===== src/rtl/rise_event_monitor.sv =====
// rise_event_monitor: windowed and lifetime counts of detector pulses, with a req/ack alarm on busy windows.
// Define MON_PEAK_TRACK_EN to build the peak closed-window register; otherwise peak_count is tied to 0.
module rise_event_monitor #(
   parameter int CNT_W   = 8,
   parameter int WIN_LEN = 16,
   parameter int THRESH  = 4
) (
   input  logic             clk,
   input  logic             rst,
   input  logic             det,
   input  logic             clr,
   input  logic             alarm_ack,
   output logic [CNT_W-1:0] total_count,
   output logic [CNT_W-1:0] win_count,
   output logic             alarm_req,
   output logic             sat,
   output logic             overrun,
   output logic [CNT_W-1:0] peak_count
);
   localparam int TMR_W = $clog2(WIN_LEN);
   typedef enum logic [1:0] {RUN, REQ, DROP} state_t;
   state_t           state_q, state_d;
   logic [TMR_W-1:0] tmr_q, tmr_d;
   logic [CNT_W-1:0] win_q, win_d, tot_q, tot_d, win_inc, tot_inc;
   logic             sat_q, sat_d, ovr_q, ovr_d, req_q, req_d, close, qual;
   // win_inc doubles as the closing window's value, so a det on the close cycle counts there
   always_comb begin
      close   = tmr_q == TMR_W'(WIN_LEN - 1);
      win_inc = &win_q ? win_q : win_q + CNT_W'(det);
      tot_inc = &tot_q ? tot_q : tot_q + CNT_W'(det);
      qual    = close && win_inc >= CNT_W'(THRESH);
      tmr_d   = (clr || close) ? '0 : tmr_q + TMR_W'(1);
      win_d   = (clr || close) ? '0 : win_inc;
      tot_d   = clr ? '0 : tot_inc;
      sat_d   = !clr && (sat_q || &tot_inc);
      ovr_d   = !clr && (ovr_q || (qual && state_q != RUN));
      state_d = clr ? RUN :
                state_q == RUN ? (qual ? REQ : RUN) :
                state_q == REQ ? (alarm_ack ? DROP : REQ) :
                (alarm_ack ? DROP : RUN);
      req_d   = state_d == REQ;
   end
   always_ff @(posedge clk or negedge rst) begin
      if (!rst) begin
         state_q <= RUN;
         tmr_q   <= '0;
         win_q   <= '0;
         tot_q   <= '0;
         sat_q   <= 1'b0;
         ovr_q   <= 1'b0;
         req_q   <= 1'b0;
      end else begin
         state_q <= state_d;
         tmr_q   <= tmr_d;
         win_q   <= win_d;
         tot_q   <= tot_d;
         sat_q   <= sat_d;
         ovr_q   <= ovr_d;
         req_q   <= req_d;
      end
   end
`ifdef MON_PEAK_TRACK_EN
   logic [CNT_W-1:0] peak_q, peak_d;
   always_comb peak_d = clr ? '0 : (close && win_inc > peak_q) ? win_inc : peak_q;
   always_ff @(posedge clk or negedge rst) begin
      if (!rst) peak_q <= '0;
      else      peak_q <= peak_d;
   end
   assign peak_count = peak_q;
`else
   assign peak_count = '0;
`endif
   assign total_count = tot_q;
   assign win_count   = win_q;
   assign alarm_req   = req_q;
   assign sat         = sat_q;
   assign overrun     = ovr_q;
endmodule


===== config.mk =====
export PLATFORM = sky130hd
export DESIGN_NAME = rise_event_monitor
export DESIGN_NICKNAME = d
export VERILOG_FILES = /design/src/rtl/rise_event_monitor.sv
export SDC_FILE = /design/constraint.sdc
export NUM_CORES = 1
export LEC_CHECK = 0
export CAP_MARGIN = 5
export CORE_MARGIN = 3
export CORE_UTILIZATION = 44
export DETAILED_ROUTE_END_ITERATION = 10
export PLACE_DENSITY = 0.86
export SLEW_MARGIN = 15
export SYNTH_ARGS = -nofsm -noshare
export SYNTH_HDL_FRONTEND = slang
export SYNTH_SLANG_ARGS = --single-unit

===== constraint.sdc =====
create_clock -name clk -period 1.6 [get_ports clk]
set_input_delay 0.32 -clock clk [delete_from_list [all_inputs] [get_ports clk]]
set_output_delay 0.32 -clock clk [all_outputs]
set_load 0.05 [all_outputs]

# After elaboration in Yosys (flattened, before gate mapping)
# Index checks and enable logic that the tools add are counted.
# totals
register_bits	25
output_inout_bits	27
# op_classes
add_sub_neg	3
magnitude_cmp	1
n_eq_ne	3
n_mux	11
reduce_logical	13
# ops
cell	n
$mux W8	4
$reduce_and A8 Y1	3
$add A8 B1 Y8	2
$mux W2	5
$ge A8 B3 Y1 const B	1
$add A4 B1 Y4 const B	1
$eq A2 B1 Y1 const B	2
$eq A4 B4 Y1 const B	1
$logic_and A1 B1 Y1	4
$mux W4	1
$logic_or A1 B1 Y1	3
$logic_not A2 Y1	1
$reduce_bool A2 Y1	1
$logic_not A1 Y1	1
$mux W1	1

# Longest topological paths before layout
# logic_depth
ltp_word	8
ltp_mapped	7

# Worst setup path before layout
# No wires, ideal clock.
# synth_timing
path_type	register to register
start	register win_q[0], in the netlist win_count[0]
end	register ovr_q, in the netlist overrun
setup_ps	104
arrival_time_ps	1914
required_ps	1496
slack_ps	-418
stages_incl_launch_ff	8
path_buffers	0
period_less_slack_ps	2018
path_cell_list	dfrtp_1 -> ha_1 -> ha_1 -> and2_1 -> a21oi_2 -> o31ai_1 -> and4_4 -> o41ai_2
# synth_via
elab_chain_len	7
elab_cells_between_ends	8
classes_between	add/sub: 1; order compare: 1; mux: 1; reduce/logical: 5
# synth_rtl
element	line_no	rtl
from (decl)	24	logic [CNT_W-1:0] win_q, win_d, tot_q, tot_d, win_inc, tot_inc;
from (signal assigned)	55	win_q <= win_d;
$add A8 B1 Y8 / $reduce_and A8 Y1 (equally long branches)	29	win_inc = &win_q ? win_q : win_q + CNT_W'(det);
$mux W8 (*)	29	
$ge A8 B3 Y1 (*)	31	qual = close && win_inc >= CNT_W'(THRESH);
$logic_and A1 B1 Y1 (*)	31	
$logic_and A1 B1 Y1 (*)	36	ovr_d = !clr && (ovr_q || (qual && state_q != RUN));
$logic_or A1 B1 Y1 (*)	36	
$logic_and A1 B1 Y1 (*)	36	
net ovr_d	25	logic sat_q, sat_d, ovr_q, ovr_d, req_q, req_d, close, qual;
to (signal assigned)	58	ovr_q <= ovr_d;
to (decl)	25	
# Mark *: on every way through the listed nets, which the timed path passes. The rest lies on a longest branch.

# Final worst setup path
# Same ends and word-level chain as after synthesis.

==> key figures <==
Logic synthesis
  – Yosys cell types: 39
  – Post-Syn Instances: 138
  – Synth top area cells: dfrtp_1 47%, nor2_1 6.1%, ha_1 4.7%, buf_4 4.5%, xnor2_1 3.9%
  – Sequential-to-total area share from yosys stat: 46.5%
  – Share of Yosys cell area claimed by the top area cell type: 46.5%
  – Main synth FF type: dfrtp_1
  – Syn avg cell area: 9.75 sq um
  – Yosys reg bits: 25
  – Cell area after synthesis: 1350 sq um
  – EDFF count, synth: 0
  – Synth async-reset ratio: 100%
  – Area leader, netlist: dfrtp_1
  – Ys Warns: 0

Detailed routing
  – Number of remaining DRC errors: 0
  – WL final: 3190 um
  – Routed length per instance: 15.1 um
  – Vias: around 1.2k
  – Remaining antenna violation count: 0
  – Pre-antenna DRT Iters: 5
  – Mean number of vias per cell: around 5.5
  – Initial DRC count: 45

Global route
  – Number of global-route vias before repair: 1259
  – GRT Total Usage: 19.4%
  – Grt ovf: 0
  – First-pass GRT wire length: 5420 um
  – Largest net degree at the start of global routing: 26
  – Antenna violations before repair: 0

Timing
  – Clk_skew: 14.2 ps
  – PnR worst setup slack: -122 ps
  – Setup violators final: 3
  – Peak Freq: 581 MHz
  – Fin. max-slew vios: 0
  – Final hold vios: 0
  – RSZ-0062 raised after global routing: true
  – Fin Hold WS: 318 ps
  – Min cycle time layout: 1720 ps
  – Period utilization: 108%

Power
  – Worst VDD drop: 436 uV
  – Leak: 0.851 nW
  – Power density of the placed cells: 610 nW/um^2
  – Pwr Total: 0.00122 W

Floorplan
  – Die height: 61.3 um
  – Die width: 61.3 um
  – Row count: 19
  – Core Region: 2830 sq um
  – Initial core utilization: 47.5%
  – I/O pin count: 32
  – Die area: 3760 sq um

Placed design
  – PortBufs: 23
  – RePlAce Congestion: 0.914
  – HPWL after DPL: 2400 um
  – Pre-CTS setup slack: -499 ps
  – Dpl cells: roughly 210
  – DP Area: around 1900 sq um

Cells and area
  – Finished Cell Area: 2000 sq um
  – Layout area overhead: 48.4%
  – Share of cells above drive strength 1: 40.6%
  – Fin nets: 191
  – Fin cells: 211
  – Ant diodes: 0

Critical path
  – Reg2reg setup slack: -120 ps
  – CP Capture Type: register
  – Max stage delay cell, worst path: dfrtp_2
  – CP required: approximately 1800 ps
  – WS Path Type: reg2reg
  – Startpoint types: register
  – Critical path fanouts, max: 4
  – Crit path arrival time: 1950 ps
  – Critical path's most frequent cell: ha_4
  – Worst path cell trace: ha_4 > ha_4 > and2_4 > a21oi_4 > o31ai_2 > and4_4 > o41ai_2
  – CP max stage delay: 450 ps

Clocking
  – Num CTS Buffers: 3
  – CTS Sinks: 25
  – Clk slew on worst S/H paths: ~150 ps
  – H-tree depth: 1
  – Clk buf depth: 2
  – CTS tree: built
  – Clock latency at the later pin of the worst-skew pair: 330 ps
  – CTS Root Cell: clkbuf_4
  – Post-cts hold buffer count: 0

Run
  – Max-cap viol count: 0

Outcome
  – Failing checks: setup timing
  – Status: finished, violations left

Worst hold path
  – Hold Crit Class: in2async
metrics by stage:
stage	utilization, %	TNS, ps
after floorplan	-	-448
after global placement	67.6	-4290
after detailed placement	67.6	-5030
after CTS	69.3	-253
after global routing	70.5	-534
final	70.5	-228
synthesized netlist by cell type, types with 2 or more instances:
| cell type | instances |
|---|---|
| a21oi_1 | 10 |
| and2_1 | 2 |
| and3_1 | 3 |
| buf_4 | 8 |
| clkbuf_1 | 2 |
| dfrtp_1 | 25 |
| ha_1 | 5 |
| inv_1 | 3 |
| nand2_1 | 4 |
| nand2b_1 | 2 |
| nand3_1 | 8 |
| nand3_2 | 2 |
| nor2_1 | 22 |
| nor3_1 | 4 |
| nor4b_1 | 3 |
| o21ai_0 | 5 |
| o21ai_1 | 2 |
| xnor2_1 | 6 |
| xor2_1 | 2 |
logic make-up after synthesis:
| logic type | share of synthesized area, % |
|---|---|
| xor+xnor | 5.21 |
| other cells | 0.279 |
| simple gates | 23.8 |
| compound gates | 11.7 |
| flops | 46.5 |
| mux | 0.744 |
| fa+ha+maj | 4.65 |
| buf+inv | 7.07 |
registers in the layout, summed over array words and instances, names as in the netlist:
signal / cells
state_q: 2
sat: 1
overrun: 1
alarm_req: 1
tmr_q: 4
total_count: 8
win_count: 8
path summary, 6_finish.rpt:
check,depth (start not counted),to,start
worst max register to register,7,overrun$_DFF_PN0_,win_count[0]$_DFF_PN0_
worst min register to register,1,tmr_q[0]$_DFF_PN0_,tmr_q[0]$_DFF_PN0_
min in group clk,1,tmr_q[0]$_DFF_PN0_,tmr_q[0]$_DFF_PN0_
worst min-delay path,2,sat$_DFF_PN0_,rst
worst max-delay path,7,overrun$_DFF_PN0_,win_count[0]$_DFF_PN0_
max in group asynchronous,2,win_count[5]$_DFF_PN0_,rst
layout by cell type (no fill, tap or decap), drive strengths merged, types with 2 or more instances in the layout:
cell,n
a21oi,11
and2,2
and3,3
buf,39
clkbuf,3
clkdlybuf4s50,3
conb,8
dfrtp,25
ha,5
inv,3
nand2,4
nand2b,2
nand3,10
nand4,2
nor2,23
nor3,4
nor4b,3
o21ai,7
xnor2,6
xor2,2
worst max-delay path, delay by kind of cell (launching register included):
kind | cells | cell delay, ps
compound gates | 3 | 480
flops | 1 | 450
simple gates | 2 | 360
fa+ha+maj | 2 | 340
layer usage:
layer  vias up  global-route usage (%)  wire, um
met5         -                       0         0
met4         0                    7.74        32
met3         5                    3.98       144
met2        35                    35.8      1760
met1       557                    21.5      1250
li1        553                       -         -
power breakdown:
part	internal, W	switching, W	leakage (nW)
registers	0.000650	0.0000197	0.331
clock network	0.0000959	0.000202	0.0139
logic	0.000101	0.000149	0.506
total	0.000847	0.000371	0.851
area by class of cell:
| type | count | area [sq um] |
|---|---|---|
| clock buffers | 3 | 22.5 |
| clock inverters | 1 | 7.51 |
| fillers | 209 | 833 |
| inverters | 3 | 11.3 |
| multi-input cells | 105 | 748 |
| flip-flops and latches | 25 | 636 |
| well taps | 31 | 38.8 |
| repair buffers | 43 | 532 |
repair_timing:
action / 4_1_cts / 5_1_grt
endpoints found under the setup margin: 6 / 7
pin swaps: 1 / 2
setup buffers: 2 / 0
gates resized for setup: 3 / 8
(Power assumes the default switching activity.)
